`src/rtl/hazard_sb.sv`:
```
// ---------------------------------------------------------------------------
// hazard_sb -- pipeline hazard unit with a long-latency write scoreboard.
//
// Tracks registers that have an outstanding long-latency write (loads,
// divides) and stalls decode while a younger instruction reads one of them.
// It also bounds the number of outstanding long writes, selects operand and
// HI/LO forwarding for execute, and generates the stall/flush controls for
// every pipeline stage.
//
// Parameters:
//   AW        register-address width (2**AW registers, r0 never written)
//   MAX_PEND  maximum outstanding long-latency writes (>= 1)
//   WD_LIMIT  consecutive stallF cycles before wd_timeout is raised
//
// Ports:
//   clk, resetn                   clock, asynchronous active-low reset
//   rsD, rtD                      decode-stage source registers
//   rsE, rtE, writeregE           execute-stage sources and destination
//   regwriteE, longE              E writes a register / E is a long op
//   writeregM/W, regwriteM/W      M and W destinations and write enables
//   hilo_writeM/W                 M and W write HI/LO
//   longdoneW                     long op writing back to writeregW now
//   stall_divE, dmem_waitM        divider busy / data memory wait
//   flush_exc                     exception flush, kills all pending ops
//   forwardaE/bE/HiLoE            10 = from M, 01 = from W, 00 = reg file
//   stallF/D/E/M/W, flushE        pipeline controls (combinational)
//   pend_cnt                      number of outstanding long writes
//   wd_timeout                    sticky stall-watchdog flag
//
// Optional feature: define HAZARD_WATCHDOG_EN to build the stall watchdog;
// without it wd_timeout is tied to 0 and no counter exists.
// ---------------------------------------------------------------------------
module hazard_sb #(
   parameter int AW       = 5,
   parameter int MAX_PEND = 4,
   parameter int WD_LIMIT = 1023
) (
   input  logic                          clk,
   input  logic                          resetn,
   input  logic [AW-1:0]                 rsD,
   input  logic [AW-1:0]                 rtD,
   input  logic [AW-1:0]                 rsE,
   input  logic [AW-1:0]                 rtE,
   input  logic [AW-1:0]                 writeregE,
   input  logic                          regwriteE,
   input  logic                          longE,
   input  logic [AW-1:0]                 writeregM,
   input  logic [AW-1:0]                 writeregW,
   input  logic                          regwriteM,
   input  logic                          regwriteW,
   input  logic                          hilo_writeM,
   input  logic                          hilo_writeW,
   input  logic                          longdoneW,
   input  logic                          stall_divE,
   input  logic                          dmem_waitM,
   input  logic                          flush_exc,
   output logic [1:0]                    forwardaE,
   output logic [1:0]                    forwardbE,
   output logic [1:0]                    forwardHiLoE,
   output logic                          stallF,
   output logic                          stallD,
   output logic                          stallE,
   output logic                          stallM,
   output logic                          stallW,
   output logic                          flushE,
   output logic [$clog2(MAX_PEND+1)-1:0] pend_cnt,
   output logic                          wd_timeout
);

   localparam int NREG = 1 << AW;
   localparam int CW   = $clog2(MAX_PEND + 1);

   logic [NREG-1:0] pend;
   logic [CW-1:0]   cnt;
   logic            issue;
   logic            raw_rs;
   logic            raw_rt;
   logic            rawstall;
   logic            fullstall;

   // Operand forwarding: M has priority over W, r0 is never forwarded.
   function automatic logic [1:0] fwd_sel(input logic [AW-1:0] src,
                                          input logic [AW-1:0] wr_m,
                                          input logic          rw_m,
                                          input logic [AW-1:0] wr_w,
                                          input logic          rw_w);
      if (src == '0)
         return 2'b00;
      else if (rw_m && (wr_m == src))
         return 2'b10;
      else if (rw_w && (wr_w == src))
         return 2'b01;
      else
         return 2'b00;
   endfunction

   assign issue = longE & regwriteE & (writeregE != '0) & ~stallE;

   // A register whose long write completes this very cycle is readable
   // through the writeback bypass, so it does not stall decode.
   assign raw_rs = (rsD != '0) & pend[rsD] & ~(longdoneW & (writeregW == rsD));
   assign raw_rt = (rtD != '0) & pend[rtD] & ~(longdoneW & (writeregW == rtD));
   assign rawstall = raw_rs | raw_rt;

   // A completion in the same cycle frees a slot, so the new long op may go.
   assign fullstall = longE & regwriteE & (cnt == CW'(MAX_PEND)) & ~longdoneW;

   assign forwardaE    = fwd_sel(rsE, writeregM, regwriteM, writeregW, regwriteW);
   assign forwardbE    = fwd_sel(rtE, writeregM, regwriteM, writeregW, regwriteW);
   assign forwardHiLoE = hilo_writeM ? 2'b10 : (hilo_writeW ? 2'b01 : 2'b00);

   assign stallM   = dmem_waitM;
   assign stallW   = dmem_waitM;
   assign stallE   = stall_divE | fullstall | dmem_waitM;
   assign stallF   = rawstall | stallE;
   assign stallD   = rawstall | stallE;
   assign flushE   = (rawstall & ~stallE) | flush_exc;
   assign pend_cnt = cnt;

   // Scoreboard update. The set for a new issue is written after the clear
   // for a completion, so when both name the same register the bit stays
   // set. An exception flush discards everything in flight.
   always_ff @(posedge clk or negedge resetn) begin
      if (!resetn) begin
         pend <= '0;
         cnt  <= '0;
      end else if (flush_exc) begin
         pend <= '0;
         cnt  <= '0;
      end else begin
         if (longdoneW)
            pend[writeregW] <= 1'b0;
         if (issue)
            pend[writeregE] <= 1'b1;
         if (issue && longdoneW)
            cnt <= cnt;
         else if (issue && (cnt != CW'(MAX_PEND)))
            cnt <= cnt + CW'(1);
         else if (longdoneW && (cnt != '0))
            cnt <= cnt - CW'(1);
      end
   end

   // Counter misuse checks: completion with nothing outstanding, or an
   // issue beyond capacity.
   a_no_underflow : assert property (@(posedge clk) disable iff (!resetn)
      !(longdoneW && !issue && !flush_exc && (cnt == '0)));
   a_no_overflow : assert property (@(posedge clk) disable iff (!resetn)
      !(issue && !longdoneW && !flush_exc && (cnt == CW'(MAX_PEND))));

`ifdef HAZARD_WATCHDOG_EN
   localparam int WW = $clog2(WD_LIMIT + 1);

   logic [WW-1:0] wd_cnt;

   // Stall watchdog: counts consecutive front-end stall cycles, saturating
   // at WD_LIMIT. The flag is raised on the cycle the count reaches the
   // limit and then held until reset.
   always_ff @(posedge clk or negedge resetn) begin
      if (!resetn) begin
         wd_cnt     <= '0;
         wd_timeout <= 1'b0;
      end else if (stallF) begin
         if (wd_cnt != WW'(WD_LIMIT))
            wd_cnt <= wd_cnt + WW'(1);
         if (wd_cnt >= WW'(WD_LIMIT - 1))
            wd_timeout <= 1'b1;
      end else begin
         wd_cnt <= '0;
      end
   end
`else
   assign wd_timeout = 1'b0;
`endif

endmodule

```
`config.mk`:
```
export PLATFORM = sky130hd
export DESIGN_NAME = hazard_sb
export DESIGN_NICKNAME = d
export VERILOG_FILES = /design/src/rtl/hazard_sb.sv
export SDC_FILE = /design/constraint.sdc
export NUM_CORES = 1
export LEC_CHECK = 0
export BUFFER_PORTS_ARGS = -buffer_cell sky130_fd_sc_hd__buf_2
export CORE_MARGIN = 4
export CORE_UTILIZATION = 50
export CTS_CLUSTER_DIAMETER = 80
export CTS_CLUSTER_SIZE = 12
export DETAILED_ROUTE_END_ITERATION = 8
export PLACE_DENSITY_LB_ADDON = 0.12
export SKIP_CTS_REPAIR_TIMING = 1
export SYNTH_ARGS = -nofsm -noshare
export SYNTH_HDL_FRONTEND = slang
export SYNTH_SLANG_ARGS = --single-unit
```
`constraint.sdc`:
```
create_clock -name clk -period 2.05 [get_ports clk]
set_input_delay 0.3075 -clock clk [delete_from_list [all_inputs] [get_ports clk]]
set_output_delay 0.3075 -clock clk [all_outputs]
set_load 0.1 [all_outputs]
```
* Yosys cells after proc, flatten, opt, wreduce, memory -nomap -nowiden *
Index checks and enable logic that the tools add are counted.

word-level totals
  bits of input ports = 47
  bits in registers = 35
  output and inout bits = 16

operators by class
  mux-type cells = 24
  order comparisons = 6
  equal/unequal tests = 9
  reductions and logical operators = 17
  add/sub/neg operators = 2
  bitwise operators = 24

operators with widths
  operator             number
  $mux 32              4
  $and 32x32->32       1
  $not 32->32          1
  $or 32x32->32        1
  $eq 5x5->1           6
  $lt 5x6->1 const B   4
  $reduce_bool 5->1    3
  $and 1x1->1          12
  $mux 3               4
  $bmux 1 s5           2
  $demux 1 s5          2
  $ge 5x1->1 const B   2
  $logic_not 5->1      2
  $mux 2               5
  $logic_and 1x1->1    9
  $mux 1               7
  $reduce_bool 3->1    2
  $or 1x1->1           5
  $not 1->1            4
  $add 3x1->3 const B  1
  $eq 3x3->1 const B   1
  $ne 3x3->1 const B   1
  $sub 3x1->3 const B  1
  $ne 2x2->1 const B   1
  $reduce_and 2->1     1

* Longest topological paths before layout *
Gate-level depths: netlist of the first run.

  depth after elaboration = 11
  mapped depth = 9

* Worst setup path after synthesis of the first run *
No wires, ideal clock.

  kind = in2out
  start point = in writeregW[4]
  end point = out forwardaE[0]
  path slack = -2216 ps
  data arrival time = 3959 ps
  stages on the path = 4
  cells stage by stage = buf_1 xnor2_1 nand4_1 nor4b_1

on the way
  cells in the longest elaborated chain, start to end = 5

RTL lines
  item               RTL line  text
  from (decl)        48        input logic [AW-1:0] writeregW,
  $eq 5x5->1         91        else if (rw_w && (wr_w == src))
  $logic_and 1x1->1  91
  $mux 1             91
  $mux 2             89        else if (rw_m && (wr_m == src))
  $mux 2             87        if (src == '0)
  to (decl)          57        output logic [1:0] forwardaE,

Every way passes these cells.

* Worst setup path after layout of the first run *
  start point = reg pend[4]
  end point = out stallD

on the way
  cells in the longest elaborated chain, start to end = 6
  elaborated cells on any way between the ends = 10

RTL lines
  item                                          RTL line  text
  from (decl)                                   73        logic [NREG-1:0] pend;
  from (signal assigned)                        125       pend <= '0;
  from (signal assigned)                        128       pend <= '0;
  from (signal, indexed assignment)             132       pend[writeregW] <= 1'b0;
  $bmux 1 s5 (on tied branches)                 101, 102
  $mux 1 (on tied branches)                     101, 102
  $and 1x1->1 (on tied branches) (2 in series)  101, 102
  $or 1x1->1 *                                  103       assign rawstall = raw_rs | raw_rt;
  $or 1x1->1 *                                  116       assign stallD = rawstall | stallE;
  to (decl)                                     61        output logic stallD,

Every way passes the cells marked *; elsewhere a longest branch is shown, timed or not. The select of a mux whose other input is x is not followed.

==> flow_metrics.env, run 1 <==
export IMPL_status="complete, but fails checks"
export IMPL_failed_checks="negative setup slack"
export IMPL_maxClockFrequency_mhz=402.5
export IMPL_layoutNonFillerInstCount=488
export IMPL_placeableCoreArea_mm2=0.005473
export IMPL_clock_skew_ns=0.004902
export IMPL_setup_repair_after_global_routing_missed_its_margin="yes"
export IMPL_post_route_cells_drive_above_1_share=0.3726
export IMPL_routabilityCongestion=0.9115
export IMPL_overall_die_area_mm2=0.006901
export IMPL_viasPerCell=5.701
export IMPL_wire_length_of_the_first_global_routing_pass_um=13570
export IMPL_numClockSinks=35
export IMPL_synth_edf_count=0
export IMPL_p_leak_nw=1.650
export IMPL_ctsLongestPathBuffers=2
export IMPL_clk_pin_slew_ns=0.07
export IMPL_place_detailed_hpwl_um=6470
export IMPL_mappedNetlistArea_mm2=0.002818
export IMPL_synthesis_nets=372
export IMPL_number_of_pins_exceeding_their_max_slew_limit_in_the_final_report=0
export IMPL_finalHoldViolCount=0
export IMPL_post_synth_num_cell_types=47
export IMPL_synthToLayoutAreaGrowth_pct=36.01
export IMPL_critPathTopFamily="compound AO/OA/AOI/OAI gates"
export IMPL_antenna_found_initial=0
export IMPL_met3_usage=0.04464
export IMPL_insertion_delay_ns=0.28
export IMPL_synth_seq_cells=35
export IMPL_total_power_mw=1.993
export IMPL_data_required_time_of_the_critical_path_ns=1.74
export IMPL_seq_area_frac_synth=0.3108
export IMPL_n_diodes=0
export IMPL_slew_headroom=0.4838
export IMPL_final_setup_tns_ns=-1.329
export IMPL_initial_utilization=0.5149
export IMPL_fin_ws_ns=-0.4345
export IMPL_floorplan_io_pins=63
export IMPL_cp_arrival_ns=2.18
export IMPL_drt_pass1_iterations=4
export IMPL_asr_flop_ratio_synth=1.000
export IMPL_drt_total_wl_um=8378
export IMPL_synth_flop_cell="sky130_fd_sc_hd__dfrtp_1"
export IMPL_drtIter0Drc=183
export IMPL_tritoncts_num_buffers=5
export IMPL_finalHoldWorstSlack_ns=0.09015
export IMPL_pre_cts_slack_ns=-0.3207
export IMPL_ctsRootBufferMaster="sky130_fd_sc_hd__clkbuf_8"
export IMPL_cts_tree="done"
export IMPL_die_h_um=83.07
export IMPL_timing_final_crit_share=1.212
export IMPL_globalRouteOverflowTotal=0
export IMPL_final_cell_area_mm2=0.003832
export IMPL_critPathLaunchType="register"
export IMPL_dp_cells=478
export IMPL_busiest_layer_in_global_routing="met2"
export IMPL_critical_path_buf_inv_count=1
export IMPL_maxCapViolCount=0
export IMPL_worstHoldPathType="in2async"
export IMPL_route_vias_total=2782
export IMPL_dieWidth_um=83.07
export IMPL_dpl_instance_area_mm2=0.003677
export IMPL_crit_chain="mux4_2 -> o221a_4 -> a211oi_2 -> o22a_2 -> nand3_4 -> buf_12"
export IMPL_gr_usage_total=0.2430
export IMPL_largest_net_degree_at_the_start_of_global_routing=36
export IMPL_cts_max_level=2
export IMPL_timing_worst_slew_pin_value_ns=0.7743
export IMPL_postSynthAreaPerCell_um2=8.697
export IMPL_wire_per_inst_um=17.17
export IMPL_route_detailed_drc=0
export IMPL_timing_critical_path_slowest_cell_delay_ns=0.49
export IMPL_synth_cells=324
export IMPL_grtUsageMet2=0.4052
export IMPL_worst_path_max_fanout=3
export IMPL_setup_violations_final=4
export IMPL_type_of_destination_of_the_critical_path="output port"
export IMPL_crit_type="reg2out"
export IMPL_drtAntennaViolNets=0
export IMPL_first_global_vias=2757
export IMPL_global_route_met1_utilization=0.3258
export IMPL_ys_warnings_count=0
export IMPL_portBuffers=61
export IMPL_nets=463
export IMPL_worst_ir_drop_vdd_uv=428.5
export IMPL_crit_path_top_delay_cell="sky130_fd_sc_hd__mux4_2"
export IMPL_placement_rows=27
export IMPL_period_needed_ns=2.485
export IMPL_power_density_mw_per_mm2=520.0
export IMPL_post_route_util=0.7003
cell usage after synthesis (7+ instances only):
master,number,share of area
sky130_fd_sc_hd__nand3b_1,10,0.027
sky130_fd_sc_hd__nand3_1,13,0.023
sky130_fd_sc_hd__a21oi_1,34,0.060
sky130_fd_sc_hd__clkbuf_1,8,0.011
sky130_fd_sc_hd__nand2_1,36,0.048
sky130_fd_sc_hd__nor2_1,19,0.025
sky130_fd_sc_hd__xnor2_1,11,0.034
sky130_fd_sc_hd__mux4_2,10,0.080
sky130_fd_sc_hd__dfrtp_1,35,0.31
sky130_fd_sc_hd__xor2_1,19,0.059
sky130_fd_sc_hd__o21ai_0,33,0.059
sky130_fd_sc_hd__mux2i_1,18,0.064
sky130_fd_sc_hd__buf_4,8,0.021
sky130_fd_sc_hd__nor3_1,7,0.012
state kept, by name, summed over array words and instances, names as in the netlist:
| register | cells |
|---|---|
| pend_cnt | 3 |
| pend | 32 |
layout by cell type, fill, tap and decap left out, types with 4 or more instances in the layout:
master                     netlist  final
sky130_fd_sc_hd__nor3b_1         4      4
sky130_fd_sc_hd__nand4_1         4      4
sky130_fd_sc_hd__o21ai_0        33     33
sky130_fd_sc_hd__nand2_1        36     34
sky130_fd_sc_hd__nor2b_1         5      4
sky130_fd_sc_hd__inv_1           5      5
sky130_fd_sc_hd__a21oi_1        34     33
sky130_fd_sc_hd__dfrtp_1        35     32
sky130_fd_sc_hd__nand3b_1       10     10
sky130_fd_sc_hd__nor4_1          5      5
sky130_fd_sc_hd__mux2i_1        18     17
sky130_fd_sc_hd__nor2_1         19     16
sky130_fd_sc_hd__buf_4           8     46
sky130_fd_sc_hd__xnor2_1        11     11
sky130_fd_sc_hd__buf_2           4     53
sky130_fd_sc_hd__nor3_1          7      6
sky130_fd_sc_hd__clkbuf_8        0      6
sky130_fd_sc_hd__nand3_1        13     11
sky130_fd_sc_hd__xor2_1         19     19
sky130_fd_sc_hd__mux4_2         10     10
sky130_fd_sc_hd__buf_12          0      9
where the power goes:
| group | total, mW | switching (mW) | internal, mW |
|---|---|---|---|
| registers | 0.713 | 0.00719 | 0.705 |
| clock network | 0.637 | 0.244 | 0.393 |
| logic | 0.643 | 0.405 | 0.238 |
area by class of cell:
cell class	instances	area [µm²]
clock inverters	2	35.03
flip-flops and latches	35	887.1
inverters	5	18.77
multi-input cells	259	1917
fillers	454	1640
well taps	72	90.09
clock buffers	6	82.58
repair buffers	109	802.0
path summary, 6_finish.rpt:
kind,start,endpoint,slack (ns),cells past startpoint
setup reg to reg,pend_cnt[2]$_DFFE_PN0P_,pend_cnt[1]$_DFFE_PN0P_,-0.08,6
max in group asynchronous,resetn,pend_cnt[1]$_DFFE_PN0P_,1.38,1
hold / removal,resetn,pend[15]$_DFF_PN0_,0.09,1
hold reg to reg,pend[20]$_DFF_PN0_,pend[20]$_DFF_PN0_,0.57,2
setup / recovery,pend[4]$_DFF_PN0_,stallD,-0.43,6
min in group clk,writeregE[4],pend[16]$_DFF_PN0_,0.34,3
layer usage:
metal | wire length [µm] | vias to the layer above
met5 | 0 | -
met4 | 116 | 0
met2 | 4032 | 105
met3 | 495 | 11
met1 | 3734 | 1313
li1 | - | 1353
worst reg2reg max path: cells and delay by family, from the launching register on:
kind                     cells  cell delay, ns
adder cells (fa/ha/maj)      1            0.45
flip-flops                   1            0.48
AO/OA/AOI/OAI                4            0.98
AND/OR/NAND/NOR              1            0.13
cell families (layout without fill, tap and decap cells):
logic type / Yosys count / in the layout / synth area share
AND/OR/NAND/NOR: 113 / 113 / 0.2083
multiplexers: 30 / 30 / 0.1519
AO/OA/AOI/OAI: 83 / 83 / 0.1665
flip-flops: 35 / 35 / 0.3108
adder cells (fa/ha/maj): 1 / 1 / 0.007105
other: 1 / 1 / 0.001331
buffers and inverters: 30 / 122 / 0.05506
XOR/XNOR: 31 / 31 / 0.09902
Power figures use the tool's default switching activity.
==> run 2: changes to the inputs <==
- PLACE_DENSITY: default -> 0.89
- PLACE_DENSITY_LB_ADDON: 0.12 -> default
==> flow_metrics.env, run 2 (synthesis gave the netlist of run 1 again) <==
export IMPL_timing_final_crit_share=1.208
export IMPL_failed_checks="negative setup slack"
export IMPL_drtIter0Drc=303
export IMPL_antenna_found_initial=0
export IMPL_crit_type="reg2out"
export IMPL_type_of_destination_of_the_critical_path="output port"
export IMPL_ctsRootBufferMaster="sky130_fd_sc_hd__clkbuf_8"
export IMPL_route_detailed_drc=0
export IMPL_status="complete, but fails checks"
export IMPL_finalHoldWorstSlack_ns=0.008334
export IMPL_wire_length_of_the_first_global_routing_pass_um=14390
export IMPL_dpl_instance_area_mm2=0.003695
export IMPL_cts_tree="done"
export IMPL_floorplan_io_pins=63
export IMPL_final_cell_area_mm2=0.003861
export IMPL_slew_headroom=0.6016
export IMPL_numClockSinks=35
export IMPL_ctsLongestPathBuffers=2
export IMPL_viasPerCell=6.289
export IMPL_place_detailed_hpwl_um=6958
export IMPL_clock_skew_ns=0.005076
export IMPL_pre_cts_slack_ns=-0.3138
export IMPL_placement_rows=27
export IMPL_worst_ir_drop_vdd_uv=335.0
export IMPL_number_of_pins_exceeding_their_max_slew_limit_in_the_final_report=0
export IMPL_depth_of_the_worst_register_to_register_path=8
export IMPL_timing_critical_path_slowest_cell_delay_ns=0.46
export IMPL_drt_total_wl_um=9171
export IMPL_layout_cells_most_common_list="sky130_fd_sc_hd__buf_2 (53), sky130_fd_sc_hd__buf_4 (52), sky130_fd_sc_hd__nand2_1 (35), sky130_fd_sc_hd__o21ai_0 (33), sky130_fd_sc_hd__dfrtp_1 (32)"
export IMPL_mostFrequentLayoutCell="sky130_fd_sc_hd__buf_2"
export IMPL_cp_arrival_ns=2.17
export IMPL_critical_path_buf_inv_count=1
export IMPL_total_power_mw=1.849
export IMPL_placeableCoreArea_mm2=0.005473
export IMPL_clk_pin_slew_ns=0.07
export IMPL_tritoncts_num_buffers=5
export IMPL_worstHoldPathType="in2async"
export IMPL_crit_chain="mux4_2 -> mux2_4 -> a211oi_2 -> o22a_2 -> nand3_4 -> buf_12"
export IMPL_top_register="pend"
export IMPL_gr_usage_total=0.2538
export IMPL_routabilityCongestion=0.9665
export IMPL_period_needed_ns=2.476
export IMPL_met3_usage=0.04464
export IMPL_dp_cells=482
export IMPL_drtAntennaViolNets=0
export IMPL_dieWidth_um=83.07
export IMPL_n_diodes=0
export IMPL_critPathTopFamily="multiplexers"
export IMPL_p_leak_nw=1.662
export IMPL_first_global_vias=3085
export IMPL_crit_path_top_delay_cell="sky130_fd_sc_hd__mux4_2"
export IMPL_maxClockFrequency_mhz=403.9
export IMPL_setup_repair_after_global_routing_missed_its_margin="yes"
export IMPL_timing_worst_slew_pin_value_ns=0.5963
export IMPL_worstReg2RegEnd="pend_cnt[2]$_DFFE_PN0P_"
export IMPL_power_density_mw_per_mm2=478.9
export IMPL_grtUsageMet2=0.4410
export IMPL_nets=470
export IMPL_largest_net_degree_at_the_start_of_global_routing=36
export IMPL_insertion_delay_ns=0.29
export IMPL_globalRouteOverflowTotal=0
export IMPL_post_route_cells_drive_above_1_share=0.3886
export IMPL_worst_path_max_fanout=3
export IMPL_busiest_layer_in_global_routing="met2"
export IMPL_portBuffers=61
export IMPL_drt_pass1_iterations=5
export IMPL_ff2ff_setup_slack_ns=-0.11
export IMPL_die_h_um=83.07
export IMPL_layoutNonFillerInstCount=494
export IMPL_regToRegStartpoint="pend_cnt[2]$_DFFE_PN0P_"
export IMPL_overall_die_area_mm2=0.006901
export IMPL_initial_utilization=0.5149
export IMPL_number_of_flip_flops_in_the_largest_register=32
export IMPL_wire_per_inst_um=18.56
export IMPL_fin_ws_ns=-0.4262
export IMPL_data_required_time_of_the_critical_path_ns=1.74
export IMPL_maxCapViolCount=0
export IMPL_global_route_met1_utilization=0.2997
export IMPL_setup_violations_final=5
export IMPL_finalHoldViolCount=0
export IMPL_route_vias_total=3107
export IMPL_critPathLaunchType="register"
export IMPL_synthToLayoutAreaGrowth_pct=37.03
export IMPL_cts_max_level=2
==> run 2: worst register-to-register path: stages, from the launching register on <==
cell,delay (ns)
sky130_fd_sc_hd__dfrtp_4,0.48
sky130_fd_sc_hd__nor2b_4,0.13
sky130_fd_sc_hd__a2111o_1,0.41
sky130_fd_sc_hd__a21o_1,0.21
sky130_fd_sc_hd__a21oi_2,0.14
sky130_fd_sc_hd__fa_2,0.25
sky130_fd_sc_hd__and4b_1,0.22
sky130_fd_sc_hd__nor3_1,0.06
sky130_fd_sc_hd__nor3_1,0.16
==> run 2: power by group <==
group | leakage (nW) | internal (mW) | switching (mW) | total (mW)
Clock | 0.0383 | 0.234 | 0.236 | 0.470
Sequential | 0.482 | 0.706 | 0.00680 | 0.712
Combinational | 1.14 | 0.247 | 0.420 | 0.667
Total | 1.66 | 1.19 | 0.663 | 1.85
==> run 2: area by class of cell <==
type	count	area, µm²
multi-input cells	259	1939
inverters	5	18.77
clock buffers	7	76.32
flip-flops and latches	35	887.1
repair buffers	116	849.6
well taps	72	90.09
fillers	392	1612
==> run 2: worst max-delay path by stage <==
stage	startpoint	to	cells after the start
after global placement	rtD[0]	stallF	7
after floorplan	rtD[2]	stallF	7
after detailed placement	rsD[1]	flushE	8
after global routing	pend[13]$_DFF_PN0_	stallF	6
after CTS	pend[4]$_DFF_PN0_	stallF	6
final	pend[10]$_DFF_PN0_	stallF	6
==> run 2: through the flow <==
step / TNS, ns / utilization
2_1_floorplan: -1.902 / -
3_3_place_gp: -0.8394 / 0.6751
3_5_place_dp: -1.058 / 0.6751
4_1_cts: -1.789 / 0.6891
5_1_grt: -1.882 / 0.7055
6_report: -1.436 / 0.7055
==> run 2: per-layer routing <==
layer	routed length [µm]	vias up
met5	0	-
met4	379	0
met3	738	48
met2	4570	226
met1	3482	1466
li1	-	1367
